==> src/rtl/signal_switch_nto1.sv <==
// -----------------------------------------------------------------------------
// signal_switch_nto1
//
// Registered N-to-1 signal switch with a valid/ready channel-select handshake
// and break-before-make blanking. On a channel change, OUT is forced to zero
// and OUT_VALID is held low while the switch moves. A consumer therefore never
// sees a word that mixes data from two sources.
//
// Parameters
//   N_CH        number of input channels (>= 2, any value)
//   WIDTH       data bits per channel
//   DEAD_CYCLES cycles SEL_READY stays low on a channel change (0 = no blanking)
//   RST_CH      channel connected after reset
//
// Ports
//   CLK        clock; all logic runs on the rising edge
//   RST        synchronous active-high reset; it overrides everything else
//   IN_DATA    packed channels; channel k is IN_DATA[k*WIDTH +: WIDTH]
//   SEL_REQ    requested channel
//   SEL_VALID  request valid
//   SEL_READY  high when a request can be accepted (state is ACTIVE)
//   OUT        registered output data
//   OUT_VALID  high when OUT carries the data of the current channel
//   CUR_SEL    channel currently connected
//   SEL_ERR    one-cycle pulse after an out-of-range request is rejected
// -----------------------------------------------------------------------------
module signal_switch_nto1 #(
    parameter int N_CH        = 4,
    parameter int WIDTH       = 8,
    parameter int DEAD_CYCLES = 2,
    parameter int RST_CH      = 0,
    localparam int SEL_W      = (N_CH > 2) ? $clog2(N_CH) : 1
) (
    input  logic                    CLK,
    input  logic                    RST,
    input  logic [N_CH*WIDTH-1:0]   IN_DATA,
    input  logic [SEL_W-1:0]        SEL_REQ,
    input  logic                    SEL_VALID,
    output logic                    SEL_READY,
    output logic [WIDTH-1:0]        OUT,
    output logic                    OUT_VALID,
    output logic [SEL_W-1:0]        CUR_SEL,
    output logic                    SEL_ERR
);

    // The counter holds DEAD_CYCLES-1 at most.
    localparam int CNT_W = (DEAD_CYCLES > 1) ? $clog2(DEAD_CYCLES) : 1;
    localparam logic [CNT_W-1:0] DEAD_LOAD =
        CNT_W'((DEAD_CYCLES > 0) ? (DEAD_CYCLES - 1) : 0);
    localparam logic             NO_DEAD   = (DEAD_CYCLES == 0);
    // Use one extra bit so the range compare still works when N_CH == 2**SEL_W.
    localparam logic [SEL_W:0]   N_CH_L    = (SEL_W + 1)'(N_CH);
    localparam logic [SEL_W-1:0] RST_SEL   = SEL_W'(RST_CH);

    typedef enum logic [0:0] {
        ST_ACTIVE = 1'b0,
        ST_BREAK  = 1'b1
    } state_t;

    state_t             state_r, state_s;
    logic [CNT_W-1:0]   cnt_r, cnt_s;
    logic [SEL_W-1:0]   pend_r, pend_s;
    logic [SEL_W-1:0]   cur_sel_r, cur_sel_s;
    logic [WIDTH-1:0]   out_r, out_s;
    logic               out_valid_r, out_valid_s;
    logic               sel_err_r, sel_err_s;
    logic [WIDTH-1:0]   sel_data_s;
    logic               req_oor_s;

    // AND-OR mux of the connected channel. This form is safe for any N_CH,
    // including values that are not a power of 2.
    always_comb begin
        sel_data_s = {WIDTH{1'b0}};
        for (int k = 0; k < N_CH; k++) begin
            sel_data_s = sel_data_s |
                (IN_DATA[k*WIDTH +: WIDTH] & {WIDTH{cur_sel_r == SEL_W'(k)}});
        end
    end

    // A requested code beyond the last channel is out of range.
    always_comb begin
        req_oor_s = ({1'b0, SEL_REQ} >= N_CH_L);
    end

    // Next-state and next-output logic of the ACTIVE/BREAK controller.
    always_comb begin
        state_s     = state_r;
        cnt_s       = cnt_r;
        pend_s      = pend_r;
        cur_sel_s   = cur_sel_r;
        out_s       = sel_data_s;
        out_valid_s = 1'b1;
        sel_err_s   = 1'b0;
        case (state_r)
            ST_ACTIVE: begin
                if (SEL_VALID) begin
                    if (req_oor_s) begin
                        // Reject the request. The data path keeps running.
                        sel_err_s = 1'b1;
                    end else if (SEL_REQ == cur_sel_r) begin
                        // Request for the current channel: nothing to do.
                        sel_err_s = 1'b0;
                    end else if (NO_DEAD) begin
                        cur_sel_s = SEL_REQ;
                    end else begin
                        // Break before make: blank the output at the accept
                        // edge and change channel only when the count expires.
                        pend_s      = SEL_REQ;
                        cnt_s       = DEAD_LOAD;
                        state_s     = ST_BREAK;
                        out_s       = {WIDTH{1'b0}};
                        out_valid_s = 1'b0;
                    end
                end else begin
                    sel_err_s = 1'b0;
                end
            end
            ST_BREAK: begin
                // Blank on every BREAK edge, including the one that changes
                // channel. New data therefore appears one edge after READY
                // returns.
                out_s       = {WIDTH{1'b0}};
                out_valid_s = 1'b0;
                if (cnt_r == {CNT_W{1'b0}}) begin
                    cur_sel_s = pend_r;
                    state_s   = ST_ACTIVE;
                end else begin
                    cnt_s = cnt_r - CNT_W'(1);
                end
            end
            default: begin
                state_s     = ST_ACTIVE;
                out_s       = {WIDTH{1'b0}};
                out_valid_s = 1'b0;
            end
        endcase
    end

    // State and output registers with synchronous reset.
    always_ff @(posedge CLK) begin
        if (RST) begin
            state_r     <= ST_ACTIVE;
            cnt_r       <= {CNT_W{1'b0}};
            pend_r      <= RST_SEL;
            cur_sel_r   <= RST_SEL;
            out_r       <= {WIDTH{1'b0}};
            out_valid_r <= 1'b0;
            sel_err_r   <= 1'b0;
        end else begin
            state_r     <= state_s;
            cnt_r       <= cnt_s;
            pend_r      <= pend_s;
            cur_sel_r   <= cur_sel_s;
            out_r       <= out_s;
            out_valid_r <= out_valid_s;
            sel_err_r   <= sel_err_s;
        end
    end

    assign SEL_READY = (state_r == ST_ACTIVE);
    assign OUT       = out_r;
    assign OUT_VALID = out_valid_r;
    assign CUR_SEL   = cur_sel_r;
    assign SEL_ERR   = sel_err_r;

endmodule

==> config.mk <==
export PLATFORM = sky130hd
export DESIGN_NAME = signal_switch_nto1
export DESIGN_NICKNAME = d
export VERILOG_FILES = /design/src/rtl/signal_switch_nto1.sv
export SDC_FILE = /design/constraint.sdc
export NUM_CORES = 1
export LEC_CHECK = 0
export ABC_AREA = 1
export BUFFER_PORTS_ARGS = -buffer_cell sky130_fd_sc_hd__buf_2
export CORE_ASPECT_RATIO = 1.4
export CORE_MARGIN = 2
export CORE_UTILIZATION = 36
export DETAILED_ROUTE_END_ITERATION = 7
export PLACE_DENSITY_LB_ADDON = 0.25
export SYNTH_ARGS = -nofsm -noshare
export SYNTH_HDL_FRONTEND = slang
export SYNTH_SLANG_ARGS = --single-unit
==> constraint.sdc <==
create_clock -name CLK -period 1.1 [get_ports CLK]
set_clock_uncertainty 0.2 [all_clocks]
set_input_delay 0.11 -clock CLK [delete_from_list [all_inputs] [get_ports CLK]]
set_output_delay 0.11 -clock CLK [all_outputs]
set_load 0.01 [all_outputs]
==> impl_metrics.tcl <==
set metrics [dict create \
    htree_levels 1 \
    hold_class "in2reg" \
    crit_path_start_kind "flip-flop" \
    cp_max_fo 8 \
    syn_nets 146 \
    wire_per_inst_um 13.7 \
    clock_sinks 15 \
    syn-instance-count 109 \
    ant_nets 0 \
    area_delta_synth_final_pct 102 \
    setup_tns_ns -1.89 \
    rsz0062_at_grt "true" \
    grt_max_degree 9 \
    synth_area_um2 732 \
    insertedDiodeCount 0 \
    hpwlAfterDp_mm 1.44 \
    synth_area_per_cell_um2 6.72 \
    final_area_um2 1480 \
    path_class "reg2reg" \
    clkLatencyLatePin_ns 0.28 \
    dr.pass1.iters 4 \
    hold_depth 4 \
    failed_checks "negative hold slack, negative setup slack" \
    holdPathEnd "pend_r[0]" \
    die_area_um2 2420 \
    fin_nets 237 \
    grtUsageTotal_pct 23.9 \
    cellPowerDensity_nw_per_um2 1050 \
    end_kind "flip-flop" \
    post-route-period-util_pct 116 \
    dieWidth_um 42.1 \
    cts_tree "yes" \
    placed_area_um2 1030 \
    timing_hold_violations_final 15 \
    r2r-end "OUT[3]" \
    std_cell_rows 19 \
    fillers 139 \
    ys_seq_area_share_pct 41.0 \
    drive_above_1_share_pct 42.7 \
    status "finished, violations left" \
    routed_wl_mm 3.01 \
    synth_area_leaders "dfxtp_1 41%, nand2_1 19%, a21oi_1 7.5%" \
    gp_routability_congestion 0.750 \
    first_iter_violations 18 \
    synth_xor_area_share_pct 0 \
    finalCoreUtilization_pct 75.7 \
    synth-simple-area-share_pct 39.7 \
    fmax_mhz 787 \
    path_clk_slew_ns 0.09 \
    yosys.area.top_type_share_pct 41.0 \
    yosysTopAreaCell "dfxtp_1" \
    min_from "RST" \
    num_vias 1069 \
    synth_top_family_by_area "simple AND/OR/NAND/NOR gates" \
    ioPinCount 50 \
    hold_buffers 32 \
    p_leak_nw 0.759 \
    grt.overflow.total 0 \
    ys_ff_latch 15 \
    drc 0 \
    cts_buffer_depth 2 \
    critPathArrivalTime_ns 1.29 \
    grt_pass1_vias 1068 \
    start_util_pct 37.5 \
    cts_buffers 3 \
    r2r_cells 6 \
    fin_crit_ns 1.27 \
    rr_startpoint "CUR_SEL[1]" \
    yosys.area_share.adder_pct 0 \
    holdWs_ns -0.0342 \
    dieHeight_um 57.4 \
    critPathRequiredTime_ns 1.12 \
    ys_types 18 \
    antenna_found_initial 0 \
    reg2reg_slack_ns -0.17 \
    layout_commonest_cell "buf_2" \
    ir_worst_vdd_mv 0.866 \
    cts_root_buffer "clkbuf_4" \
    grt_pass1_wl_mm 4.38 \
    yosysWarnings 0 \
    drv_cap 0 \
    mostFrequentLayoutCells "45 x buf_2, 33 x nand2_1, 31 x dlygate4sd3_1" \
    portBuffers 48 \
    setup_viol 16 \
    muxShareOfSynthArea_pct 0 \
    viasPerCell 4.86 \
    final_max_slew_viol_count 0 \
    startpoint "CUR_SEL[1]" \
    synth-compound-area-share_pct 11.1 \
    setup_ws_ns -0.171 \
    coreArea_um2 1950 \
]
[Yosys cell counts]
master / count
a21boi_1: 1
a21oi_1: 11
a21oi_2: 1
buf_4: 1
conb_1: 1
dfxtp_1: 15
inv_1: 11
inv_2: 2
nand2_1: 38
nand2_2: 2
nand2_4: 1
nand3_1: 7
nand3_2: 1
nand4_1: 2
nor2_1: 10
nor2_2: 1
nor2_4: 2
o21ai_0: 2
[power breakdown]
| group | internal, W | leakage [nW] | switching, W |
|---|---|---|---|
| Sequential | 0.000600 | 0.125 | 0.0000417 |
| Clock | 0.000140 | 0.0150 | 0.000165 |
| Combinational | 0.000309 | 0.619 | 0.000290 |
| Total | 0.00105 | 0.759 | 0.000497 |
[through the flow]
step	power, W	worst slack, ns	hold slack (ns)	std cells
finish	0.00155	-0.171	-0.0342	220
global route	0.00164	-0.283	-0.0323	220
CTS	0.00149	-0.133	-0.0272	219
detailed placement	0.00105	-0.147	0.155	179
global placement	0.00105	-0.127	0.148	179
floorplan	0.000885	-0.0687	0.0506	109
[flip-flops by register name, indices dropped and copies added, names as in the netlist]
name / count
OUT: 8
cnt_r: 1
CUR_SEL: 2
pend_r: 2
state_r: 1
OUT_VALID: 1
[cells by family (layout without fill, tap and decap cells)]
group                  after synthesis  after routing
AO/OA/AOI/OAI                       15             15
buffers and inverters               14            103
flip-flops                          15             15
other                                1              1
AND/OR/NAND/NOR                     64             65
[per-layer routing]
metal	track usage (%)	wire length, µm
met1	24.2	1050
met2	44.9	1660
met3	3.48	154
met4	15.2	139
met5	0	0
[worst max path at each step]
stage | end | slack, ns
CTS | OUT[6] | -0.13
floorplan | OUT[5] | -0.07
global route | OUT[3] | -0.28
detailed placement | OUT[6] | -0.15
finish | OUT[3] | -0.17
global placement | OUT[4] | -0.13
[repair_timing]
| action | in CTS | in global routing |
|---|---|---|
| resized for setup | 8 | 12 |
| buffers inserted | 3 | 2 |
| pin swaps | 5 | 15 |
| endpoints found under the setup margin | 16 | 18 |
| endpoints found under the hold margin | 15 | 9 |
| cloned | 1 | 0 |
[area by class of cell]
| cell class | instances | area (µm²) | share of cell area, % |
|---|---|---|---|
| multi-input cells | 81 | 427 | 28.9 |
| clock buffers | 4 | 26.3 | 1.78 |
| flip-flops and latches | 15 | 309 | 20.9 |
| repair buffers | 86 | 634 | 43.0 |
| well taps | 21 | 26.3 | 1.78 |
| inverters | 13 | 53.8 | 3.64 |
[critical path, cell delays in order, from the launching register on]
cell	delay [ns]
dfxtp_4	0.42
inv_4	0.06
nor2_4	0.23
nand2_1	0.10
nand3_1	0.09
a21oi_1	0.05
nor2_1	0.08
Power figures use the tool's default switching activity.
